[config.mk]
export PLATFORM = sky130hd
export DESIGN_NAME = rand_draw_flat
export DESIGN_NICKNAME = d
export VERILOG_FILES = /design/src/rtl/rand_draw_if.sv /design/src/rtl/rand_draw.sv /design/src/flat_wrapper.sv
export SDC_FILE = /design/constraint.sdc
export NUM_CORES = 1
export LEC_CHECK = 0
export CAP_MARGIN = 20
export CORE_ASPECT_RATIO = 0.8
export CORE_MARGIN = 3
export CORE_UTILIZATION = 55
export DETAILED_ROUTE_END_ITERATION = 8
export PLACE_DENSITY = 0.82
export SLEW_MARGIN = 20
export SYNTH_ARGS = -nofsm -noshare
export SYNTH_HDL_FRONTEND = slang
export SYNTH_SLANG_ARGS = --single-unit
[constraint.sdc]
create_clock -name clk -period 4.47 [get_ports clk]
set_input_delay 0.447 -clock clk [delete_from_list [all_inputs] [get_ports clk]]
set_output_delay 0.447 -clock clk [all_outputs]
set_load 0.005 [all_outputs]
[src/rtl/rand_draw_if.sv]
// rand_draw_if: request/result handshake and upstream LFSR hookup for rand_draw
// master: requester/consumer/LFSR side (req_valid, req_range, res_ready, rand_in)
// slave : rand_draw side (req_ready, res_valid, res_value, res_tries, res_err, rand_en)
interface rand_draw_if;
   logic       req_valid;
   logic [8:0] req_range;
   logic       req_ready;
   logic       res_valid;
   logic       res_ready;
   logic [8:0] res_value;
   logic [3:0] res_tries;
   logic       res_err;
   logic [8:0] rand_in;
   logic       rand_en;
   modport master (
      output req_valid, req_range, res_ready, rand_in,
      input  req_ready, res_valid, res_value, res_tries, res_err, rand_en
   );
   modport slave (
      input  req_valid, req_range, res_ready, rand_in,
      output req_ready, res_valid, res_value, res_tries, res_err, rand_en
   );
endinterface

[src/rtl/rand_draw.sv]
// rand_draw: uniform draw in 0..N-1 from an upstream 9-bit LFSR by masked rejection sampling
// clk, reset (async active-low); bus: rand_draw_if.slave carrying request, result and LFSR signals
module rand_draw #(
   parameter int MAX_TRIES = 15
) (
   input logic       clk,
   input logic       reset,
   rand_draw_if.slave bus
);
   typedef enum logic [1:0] {IDLE, DRAW, CHECK, DONE} state_t;
   localparam logic [3:0] LAST = 4'(MAX_TRIES - 1);
   state_t     state_q, state_d;
   logic [8:0] n_q, n_d, mask_q, mask_d, val_q, val_d, cand;
   logic [3:0] tries_q, tries_d;
   logic       err_q, err_d, accept, hit;
   // smallest all-ones value covering n-1, i.e. (2^k >= n) - 1
   function automatic logic [8:0] mask_of(input logic [8:0] n);
      logic [8:0] m;
      m = n - 9'd1;
      m = m | (m >> 1);
      m = m | (m >> 2);
      m = m | (m >> 4);
      m = m | (m >> 8);
      return m;
   endfunction
   always_ff @(posedge clk or negedge reset) begin
      if (!reset) begin
         state_q <= IDLE;
         n_q     <= '0;
         mask_q  <= '0;
         val_q   <= '0;
         tries_q <= '0;
         err_q   <= 1'b0;
      end else begin
         state_q <= state_d;
         n_q     <= n_d;
         mask_q  <= mask_d;
         val_q   <= val_d;
         tries_q <= tries_d;
         err_q   <= err_d;
      end
   end
   always_comb begin
      accept  = state_q == IDLE && bus.req_valid;
      cand    = bus.rand_in & mask_q;
      hit     = cand < n_q;
      state_d = state_q;
      case (state_q)
         IDLE:  state_d = bus.req_valid ? (bus.req_range == '0 ? DONE : DRAW) : IDLE;
         DRAW:  state_d = CHECK;
         CHECK: state_d = (hit || tries_q == LAST) ? DONE : DRAW;
         DONE:  state_d = bus.res_ready ? IDLE : DONE;
         default: state_d = IDLE;
      endcase
      n_d     = accept ? bus.req_range : n_q;
      mask_d  = accept ? mask_of(bus.req_range) : mask_q;
      err_d   = accept ? bus.req_range == '0 : err_q;
      // a rejection on the last try lands exactly on MAX_TRIES, so one increment covers both cases
      tries_d = accept ? 4'd0 : (state_q == CHECK && !hit) ? tries_q + 4'd1 : tries_q;
      // cand < 2N always holds, so cand-N is a valid fallback in 0..N-1
      val_d   = accept ? 9'd0 : state_q == CHECK ? (hit ? cand : cand - n_q) : val_q;
   end
   always_comb begin
      bus.req_ready = state_q == IDLE;
      bus.rand_en   = state_q == DRAW;
      bus.res_valid = state_q == DONE;
      bus.res_value = val_q;
      bus.res_tries = tries_q;
      bus.res_err   = err_q;
   end
endmodule
[src/flat_wrapper.sv]
// flat-port wrapper written by rule: the top's interface ports become plain ports
module rand_draw_flat 
#(
   parameter int MAX_TRIES = 15
)
  (clk, reset, bus_req_valid, bus_req_range, bus_res_ready, bus_rand_in, bus_req_ready, bus_res_valid, bus_res_value, bus_res_tries, bus_res_err, bus_rand_en);
  rand_draw_if bus_i ();
  input logic clk;
  input logic reset;
  input wire logic [$bits(bus_i.req_valid)-1:0] bus_req_valid;
  input wire logic [$bits(bus_i.req_range)-1:0] bus_req_range;
  input wire logic [$bits(bus_i.res_ready)-1:0] bus_res_ready;
  input wire logic [$bits(bus_i.rand_in)-1:0] bus_rand_in;
  output wire logic [$bits(bus_i.req_ready)-1:0] bus_req_ready;
  output wire logic [$bits(bus_i.res_valid)-1:0] bus_res_valid;
  output wire logic [$bits(bus_i.res_value)-1:0] bus_res_value;
  output wire logic [$bits(bus_i.res_tries)-1:0] bus_res_tries;
  output wire logic [$bits(bus_i.res_err)-1:0] bus_res_err;
  output wire logic [$bits(bus_i.rand_en)-1:0] bus_rand_en;
  assign bus_i.req_valid = bus_req_valid;
  assign bus_i.req_range = bus_req_range;
  assign bus_i.res_ready = bus_res_ready;
  assign bus_i.rand_in = bus_rand_in;
  assign bus_req_ready = bus_i.req_ready;
  assign bus_res_valid = bus_i.res_valid;
  assign bus_res_value = bus_i.res_value;
  assign bus_res_tries = bus_i.res_tries;
  assign bus_res_err = bus_i.res_err;
  assign bus_rand_en = bus_i.rand_en;
  rand_draw #(.MAX_TRIES(MAX_TRIES)) u_core (.clk(clk), .reset(reset), .bus(bus_i));
endmodule
==> results.cfg, run 1 <==
[sta]
tightest_slew_ns = 0.783
finClkSkew_ns = 0.00416
rsz0062_at_grt = false
relSlewSlack = 0.478
finalSetupViolCount = 0
fmax_ghz = 0.371
tns_ns = 0
post-route-min-period_ns = 2.70
min_period_over_period = 0.604
hold_viol = 0
drv_slew = 0

[clocking]
cts_tree = yes
htreeDepth = 2
cts-buffers-inserted = 5
post_cts_buffers = 0
clk_pin_slew_ns = 0.06
cts.hold.buffers_added = 0
clk_latency_ns = 0.28
clock_sinks = 34
cts_resized = 0
cts-root-buf = clkbuf_8
clk_path_buf_depth = 2

[cells_and_area]
fin_area_um2 = 2780
fillers = 328
areaGrowthSynthToFinish_pct = 21.6
drive_gt1_frac = 0.0648
layout.nets = 328
diodes = 0

[logic_synthesis]
yosysTopAreaCell = dfrtp_1
synth-edff-count = 0
synthesis.nets = 293
ys_seq_area_frac = 0.372
yosysMostFrequentCell = dfrtp_1
syn_area_per_cell_um2 = 8.90
ys_types = 50
synth-seq-cells = 34
yosys-top-cells-area = dfrtp_1 37%, ha_1 7.1%, o21ai_0 5.0%, nand2_1 4.6%, mux2i_1 4.4%
yosys_most_used_dff = dfrtp_1
synthTopCellsByCount = 34 x dfrtp_1, 28 x nand2_1, 23 x nor2_1, 23 x o21ai_0, 16 x inv_1
synth_warnings = 0
synth_cells = 257
yosysTopAreaCellShare = 0.372
ys_async_sr_fraction = 1.00
syn_area_um2 = 2290

[power_and_ir_drop]
seq_power_share = 0.303
swShare = 0.398
switchingPower_w = 0.000683
p_int_w = 0.00103
power.density_nw_per_um2 = 617
p_leak_nw = 1.20
p_comb_frac = 0.538
ir_drop_mv = 0.255
clockPowerShare = 0.159

[global_routing]
antenna_found_initial = 0
grtUsageTotal = 0.210
grt_pass1_wl_mm = 8.36
grt_remaining_overflow = 0
grt_pass1_vias = 1796
grt_max_degree = 35

[floorplan]
dieArea_um2 = 4970
initial_core_util = 0.586
die_h_um = 63.7
rows = 20
core_um2 = 3900
die_w_um = 78.1
ioPinCount = 39

[worst_setup_path]
cp.depth = 8
r2r_end = u_core.bus.res_value[5]
cp.required_ns = 4.61
cp-start-kind = primary input
r2r_cells = 8
worstPathCellList = clkdlybuf4s50_1 -> and2_1 -> ha_1 -> a21o_1 -> a221oi_2 -> nor2b_2 -> mux2i_1 -> o21ai_0
r2r_slack_ns = 1.97
critPathMaxFanout = 13
worstPathArrival_ns = 2.84
endpoint = u_core.bus.res_value[5]
crit_slowest_cell = nor2b_2
critical-path-max-stage-delay_ns = 0.55
crit_path_start = bus_rand_in[7]
r2r-start = u_core.mask_q[4]
critPathTopFamily = simple AND/OR/NAND/NOR gates
critPathKind = primary input to register
endpoint_kind = register
path_buf_inv = 1

[min_path]
hold_class = register to register

[placed_design]
dpl.hpwl_mm = 3.74
placed_area_um2 = 2670
port_buffers = 38
place_congestion = 0.921

[detailed_routing]
firstDrtPassIters = 4
vias = 1977
avgViaCountPerCell = 5.68
drtAntennaViolNets = 0
drc = 0
wl_per_cell_um = 14.3
drt_wl_total_mm = 4.96
dr.first_iter.drc_count = 83

[flow_run]
cap_violations = 0

[status]
status = complete, no violations
[worst register-to-register path: cells and delay by family (launching register included)]
kind	cells	cell delay (ns)
mux	1	0.26
compound gates	4	0.68
flops	1	0.40
fa+ha+maj	1	0.36
simple gates	2	0.65
[kinds of logic (layout without fill, tap and decap cells)]
kind of cell | Yosys count | in the layout | share of synthesized area
fa+ha+maj | 14 | 14 | 0.0799
xor+xnor | 10 | 10 | 0.0383
compound gates | 59 | 59 | 0.170
flops | 34 | 34 | 0.372
buf+inv | 28 | 64 | 0.0656
simple gates | 102 | 102 | 0.230
mux | 10 | 10 | 0.0438
[worst min-delay path by stage]
stage	cells past startpoint	end	startpoint
final	2	u_core.mask_q[7]	u_core.mask_q[7]
after floorplan	0	u_core.bus.res_err	reset
after detailed placement	2	u_core.mask_q[7]	u_core.mask_q[7]
after global placement	1	u_core.bus.res_err	u_core.bus.res_err
after CTS	2	u_core.mask_q[7]	u_core.mask_q[7]
after global routing	1	u_core.bus.res_err	u_core.bus.res_err
[state kept, by name, indices dropped and copies added, names as in the netlist]
register              flops
u_core.state_q            2
u_core.mask_q             9
u_core.bus.res_tries      4
u_core.n_q                9
u_core.bus.res_err        1
u_core.bus.res_value      9
[power by group through the flow]
stage	combinational [W]	clock [W]	sequential (W)
2_1_floorplan	0.000668	0	0.000497
3_5_place_dp	0.000909	0	0.000523
3_3_place_gp	0.000889	0	0.000517
4_1_cts	0.000918	0.000280	0.000517
5_1_grt	0.00102	0.000293	0.000539
6_report	0.000924	0.000273	0.000520
[area by class of cell]
| cell class | count | area [um^2] | area share |
|---|---|---|---|
| Multi-Input combinational cell | 195 | 1300 | 0.466 |
| Inverter | 16 | 60.1 | 0.0216 |
| Clock inverter | 3 | 40.0 | 0.0144 |
| Tap cell | 55 | 68.8 | 0.0247 |
| Timing Repair Buffer | 40 | 395 | 0.142 |
| Sequential cell | 34 | 851 | 0.306 |
| Clock buffer | 5 | 68.8 | 0.0247 |
[placed cells by master (no fill, tap or decap), types with 7 or more instances in the layout]
master           instances
nor2_1                  23
and2_1                   9
nand3_1                 11
dfrtp_1                 34
ha_1                    13
xnor2_1                  7
inv_1                   16
mux2i_1                 10
nand2_1                 28
clkdlybuf4s50_1         38
a21oi_1                  7
o21ai_0                 23
[layer usage]
metal | wire length, um | part of all wire | GRT usage | up-vias
met5 | 0 | 0 | 0 | -
met4 | 49 | 0.0099 | 0.0808 | 0
met3 | 248 | 0.050 | 0.0386 | 7
met2 | 2230 | 0.45 | 0.324 | 55
met1 | 2440 | 0.49 | 0.293 | 939
li1 | - | - | - | 976
[per-stage QoR]
stage               cells  worst slack, ns   util  total power [W]  hold WS [ns]
floorplan             257             2.34      -          0.00116         0.151
global placement      340             1.56  0.683          0.00141         0.461
detailed placement    340             1.54  0.683          0.00143         0.467
CTS                   348             1.81  0.711          0.00172         0.482
global route          348             1.64  0.713          0.00185         0.519
finish                348             1.77  0.713          0.00172         0.472
No activity file was read; power rests on OpenSTA's default activity.
==> run 2, diff against run 1 <==
--- a/config.mk
+++ b/config.mk
@@ -8,9 +8,9 @@
 export CAP_MARGIN = 20
 export CORE_ASPECT_RATIO = 0.8
 export CORE_MARGIN = 3
-export CORE_UTILIZATION = 55
+export CORE_UTILIZATION = 53
 export DETAILED_ROUTE_END_ITERATION = 8
-export PLACE_DENSITY = 0.82
+export PLACE_DENSITY = 0.8
 export SLEW_MARGIN = 20
 export SYNTH_ARGS = -nofsm -noshare
 export SYNTH_HDL_FRONTEND = slang
==> constraint.sdc (replaced) <==
create_clock -name clk -period 2.6 [get_ports clk]
set_input_delay 0.26 -clock clk [delete_from_list [all_inputs] [get_ports clk]]
set_output_delay 0.26 -clock clk [all_outputs]
set_load 0.005 [all_outputs]
==> results.cfg, run 2 (same netlist as run 1, synthesis figures left out) <==
[worst_setup_path]
critical-path-max-stage-delay_ns = 0.39
path_buf_inv = 1
worstPathArrival_ns = 2.49
critPathKind = register to register
cp.required_ns = 2.77
r2r-start = u_core.mask_q[1]
worstPathCellList = and2_1 -> ha_1 -> nor2b_1 -> o2111ai_1 -> a21oi_2 -> nor2b_2 -> buf_12 -> or3_1 -> mux2i_1
critPathTopFamily = simple AND/OR/NAND/NOR gates
crit_path_start = u_core.mask_q[1]
critPathMaxFanout = 13
endpoint_kind = register
crit_slowest_cell = dfrtp_1
cp-start-kind = register

[detailed_routing]
firstDrtPassIters = 5
drc = 0
vias = 1923
drt_wl_total_mm = 4.89
wl_per_cell_um = 14.0
drtAntennaViolNets = 0
dr.first_iter.drc_count = 138
avgViaCountPerCell = 5.49

[cells_and_area]
final_common_cell = clkdlybuf4s50_1
fillers = 307
layout.nets = 331
final_cell_mix = 38 x clkdlybuf4s50_1, 34 x dfrtp_1, 28 x nand2_1, 23 x nor2_1, 23 x o21ai_0
drive_gt1_frac = 0.0712
fin_area_um2 = 2780
diodes = 0
areaGrowthSynthToFinish_pct = 21.6

[clocking]
cts-root-buf = clkbuf_8
cts.hold.buffers_added = 0
cts-buffers-inserted = 5
cts_tree = yes
htreeDepth = 2
clk_latency_ns = 0.28
post_cts_buffers = 0
cts_resized = 0
clk_pin_slew_ns = 0.07
clock_sinks = 34
clk_path_buf_depth = 2

[sta]
fin_ws_ns = 0.282
rsz0062_at_grt = false
finClkSkew_ns = 0.00326
hold_viol = 0
tns_ns = 0
min_period_over_period = 0.892
tightest_slew_ns = 0.517
fmax_ghz = 0.431
finalSetupViolCount = 0
relSlewSlack = 0.655
post-route-min-period_ns = 2.32
drv_slew = 0

[global_routing]
grtUsageTotal = 0.212
antenna_found_initial = 0
grt_pass1_vias = 1909
grt_pass1_wl_mm = 8.61
grt_max_degree = 35
grt_remaining_overflow = 0

[floorplan]
die_h_um = 64.8
rows = 20
ioPinCount = 39
core_um2 = 3980
initial_core_util = 0.575
dieArea_um2 = 5140
die_w_um = 79.4

[placed_design]
port_buffers = 38
place_congestion = 0.858
placed_area_um2 = 2700
place_ws_ns = 0.00859
dpl.hpwl_mm = 3.73

[min_path]
hold_class = primary input to async pin

[status]
status = complete, no violations

[power_and_ir_drop]
ir_drop_mv = 0.400
power.density_nw_per_um2 = 1050
finalPower_w = 0.00292
p_leak_nw = 1.20

[flow_run]
cap_violations = 0
run 2: changes by cell type in the layout (fill, tap and decap cells not counted):
cell | previous run | this run
buf_12 | 0 | 1
buf_4 | 2 | 4
bufinv_16 | 1 | 0
nor3b_2 | 0 | 1
nor3b_4 | 1 | 0
run 2: per-layer routing:
metal	up-vias	routed length (um)	GRT usage
met1	888	2380	0.288
li1	980	-	-
met2	48	2240	0.335
met5	-	0	0
met4	0	79	0.0837
met3	7	202	0.0375
run 2: final timing paths:
path / end / slack, ns / cells past startpoint
max: u_core.bus.res_tries[3] / 0.28 / 9
min: u_core.bus.res_value[2] / 0.39 / 2
max reg2reg: u_core.bus.res_tries[3] / 0.28 / 9
min reg2reg: u_core.bus.res_err / 0.48 / 1
max in group asynchronous: u_core.n_q[7] / 1.92 / 2
min in group clk: u_core.bus.res_err / 0.48 / 1
run 2: cell type report:
type / count / area (um^2) / area share
clock inverters: 2 / 10.0 / 0.00360
clock buffers: 5 / 68.8 / 0.0248
repair buffers: 43 / 430 / 0.155
multi-input cells: 195 / 1290 / 0.464
well taps: 55 / 68.8 / 0.0248
inverters: 16 / 60.1 / 0.0216
flip-flops and latches: 34 / 851 / 0.306
run 2: metrics by stage:
| step | hold WS, ns | instances | util |
|---|---|---|---|
| finish | 0.385 | 350 | 0.699 |
| global route | 0.430 | 350 | 0.699 |
| CTS | 0.395 | 350 | 0.699 |
| detailed placement | 0.471 | 343 | 0.679 |
| global placement | 0.457 | 343 | 0.679 |
| floorplan | -0.0356 | 257 | - |
run 2: report_power, final:
| part | internal [W] | switching (W) |
|---|---|---|
| clock network | 0.000179 | 0.000184 |
| registers | 0.000742 | 0.000140 |
| logic | 0.000823 | 0.000853 |
| total | 0.00174 | 0.00118 |
==> run 3, diff against run 2 <==
--- a/config.mk
+++ b/config.mk
@@ -10,6 +10,7 @@
 export CORE_MARGIN = 3
 export CORE_UTILIZATION = 53
 export DETAILED_ROUTE_END_ITERATION = 8
+export MAX_ROUTING_LAYER = met4
 export PLACE_DENSITY = 0.8
 export SLEW_MARGIN = 20
 export SYNTH_ARGS = -nofsm -noshare
==> results.cfg, run 3 (same netlist as run 1, synthesis figures left out) <==
[status]
status = complete, no violations

[floorplan]
initial_core_util = 0.575
ioPinCount = 39
die_h_um = 64.8
rows = 20
core_um2 = 3980
dieArea_um2 = 5140
die_w_um = 79.4

[detailed_routing]
dr.first_iter.drc_count = 138
drc = 0
avgViaCountPerCell = 5.49
drt_wl_total_mm = 4.89
firstDrtPassIters = 5
drtAntennaViolNets = 0
wl_per_cell_um = 14.0
vias = 1923

[worst_setup_path]
r2r_end = u_core.bus.res_tries[3]
critPathMaxFanout = 13
endpoint_kind = register
critPathKind = register to register
worstPathArrival_ns = 2.49
r2r-start = u_core.mask_q[1]
r2r_slack_ns = 0.28
r2r_cells = 9
cp-start-kind = register
cp.required_ns = 2.77

[global_routing]
grt_use_met2 = 0.335
met1_usage = 0.288
grt_pass1_vias = 1908
grt_remaining_overflow = 0
grtUsageTotal = 0.218
gr-usage-met3 = 0.0375
grt_max_degree = 35
grt_pass1_wl_mm = 8.62
antenna_found_initial = 0
top_usage_layer = met2

[clocking]
htreeDepth = 2
cts_tree = yes
clk_pin_slew_ns = 0.07
clk_path_buf_depth = 2
cts-buffers-inserted = 5
post_cts_buffers = 0
cts-root-buf = clkbuf_8
cts_resized = 0
clk_latency_ns = 0.28
clock_sinks = 34
cts.hold.buffers_added = 0

[cells_and_area]
fin_area_um2 = 2780
final_common_cell = clkdlybuf4s50_1
drive_gt1_frac = 0.0712
fin_cells = 350
final_cell_mix = 38 x clkdlybuf4s50_1, 34 x dfrtp_1, 28 x nand2_1, 23 x nor2_1, 23 x o21ai_0
layout.nets = 331
areaGrowthSynthToFinish_pct = 21.6
diodes = 0

[sta]
tns_ns = 0
post-route-min-period_ns = 2.32
fmax_ghz = 0.431
rsz0062_at_grt = false
finalSetupViolCount = 0
relSlewSlack = 0.655
min_period_over_period = 0.892
finClkSkew_ns = 0.00326
tightest_slew_ns = 0.516
fin_ws_ns = 0.282
hold_viol = 0
drv_slew = 0

[power_and_ir_drop]
ir_drop_mv = 0.400
finalPower_w = 0.00292
switchingPower_w = 0.00118
p_leak_nw = 1.20
clockPowerShare = 0.124
power.density_nw_per_um2 = 1050
p_comb_frac = 0.574
swShare = 0.403
p_int_w = 0.00174
seq_power_share = 0.302

[flow_run]
cap_violations = 0

[placed_design]
dp.cells = 343
port_buffers = 38
placed_area_um2 = 2700
place_congestion = 0.872
dpl.hpwl_mm = 3.73
place_ws_ns = 0.00859

[min_path]
hold_class = primary input to async pin
-- run 3: cell counts in the layout (fill, tap and decap cells not counted) --
No cell type changed its count.
-- run 3: layout make-up --
class	count	area, um^2
inverter	16	60.1
timing repair buffer	43	430
fill	307	1200
clock buffer	5	68.8
tap	55	68.8
sequential	34	851
clock inverter	2	10.0
multi-input combinational	195	1290
-- run 3: routing by layer --
layer	wire length, um	up-vias	part of all wire
met5	0	-	0
met4	79	0	0.016
met3	201	7	0.041
met2	2240	48	0.46
met1	2380	888	0.49
li1	-	980	-
-- run 3: through the flow --
| stage | util | hold slack, ns |
|---|---|---|
| after floorplan | - | -0.0356 |
| after global placement | 0.679 | 0.457 |
| after detailed placement | 0.679 | 0.471 |
| after CTS | 0.699 | 0.395 |
| after global routing | 0.699 | 0.430 |
| final | 0.699 | 0.385 |
-- run 3: worst max-delay path: stages (launching register included) --
cell and delay [ns]:
dfrtp_1 0.39, and2_1 0.18, ha_1 0.28, nor2b_1 0.22
o2111ai_1 0.19, a21oi_2 0.21, nor2b_2 0.07, buf_12 0.14
or3_1 0.38, mux2i_1 0.13
-- run 3: power groups by stage --
stage	clock network [W]	registers, W	logic, W
after CTS	0.000374	0.000883	0.00167
after floorplan	0	0.000854	0.00115
after global placement	0	0.000886	0.00162
after detailed placement	0	0.000894	0.00166
final	0.000363	0.000882	0.00168
after global routing	0.000404	0.000917	0.00186
-- run 3: worst max path at each step --
stage                     startpoint                      end  slack [ns]  cells past startpoint
floorplan           u_core.mask_q[4]  u_core.bus.res_value[2]        0.57                      9
global placement      bus_rand_in[4]  u_core.bus.res_value[6]        0.08                     10
detailed placement    bus_rand_in[1]  u_core.bus.res_tries[3]       0.009                     10
CTS                 u_core.mask_q[1]  u_core.bus.res_tries[3]        0.28                      9
global route        u_core.mask_q[1]  u_core.bus.res_tries[3]        0.21                      9
finish              u_core.mask_q[1]  u_core.bus.res_tries[3]        0.28                      9
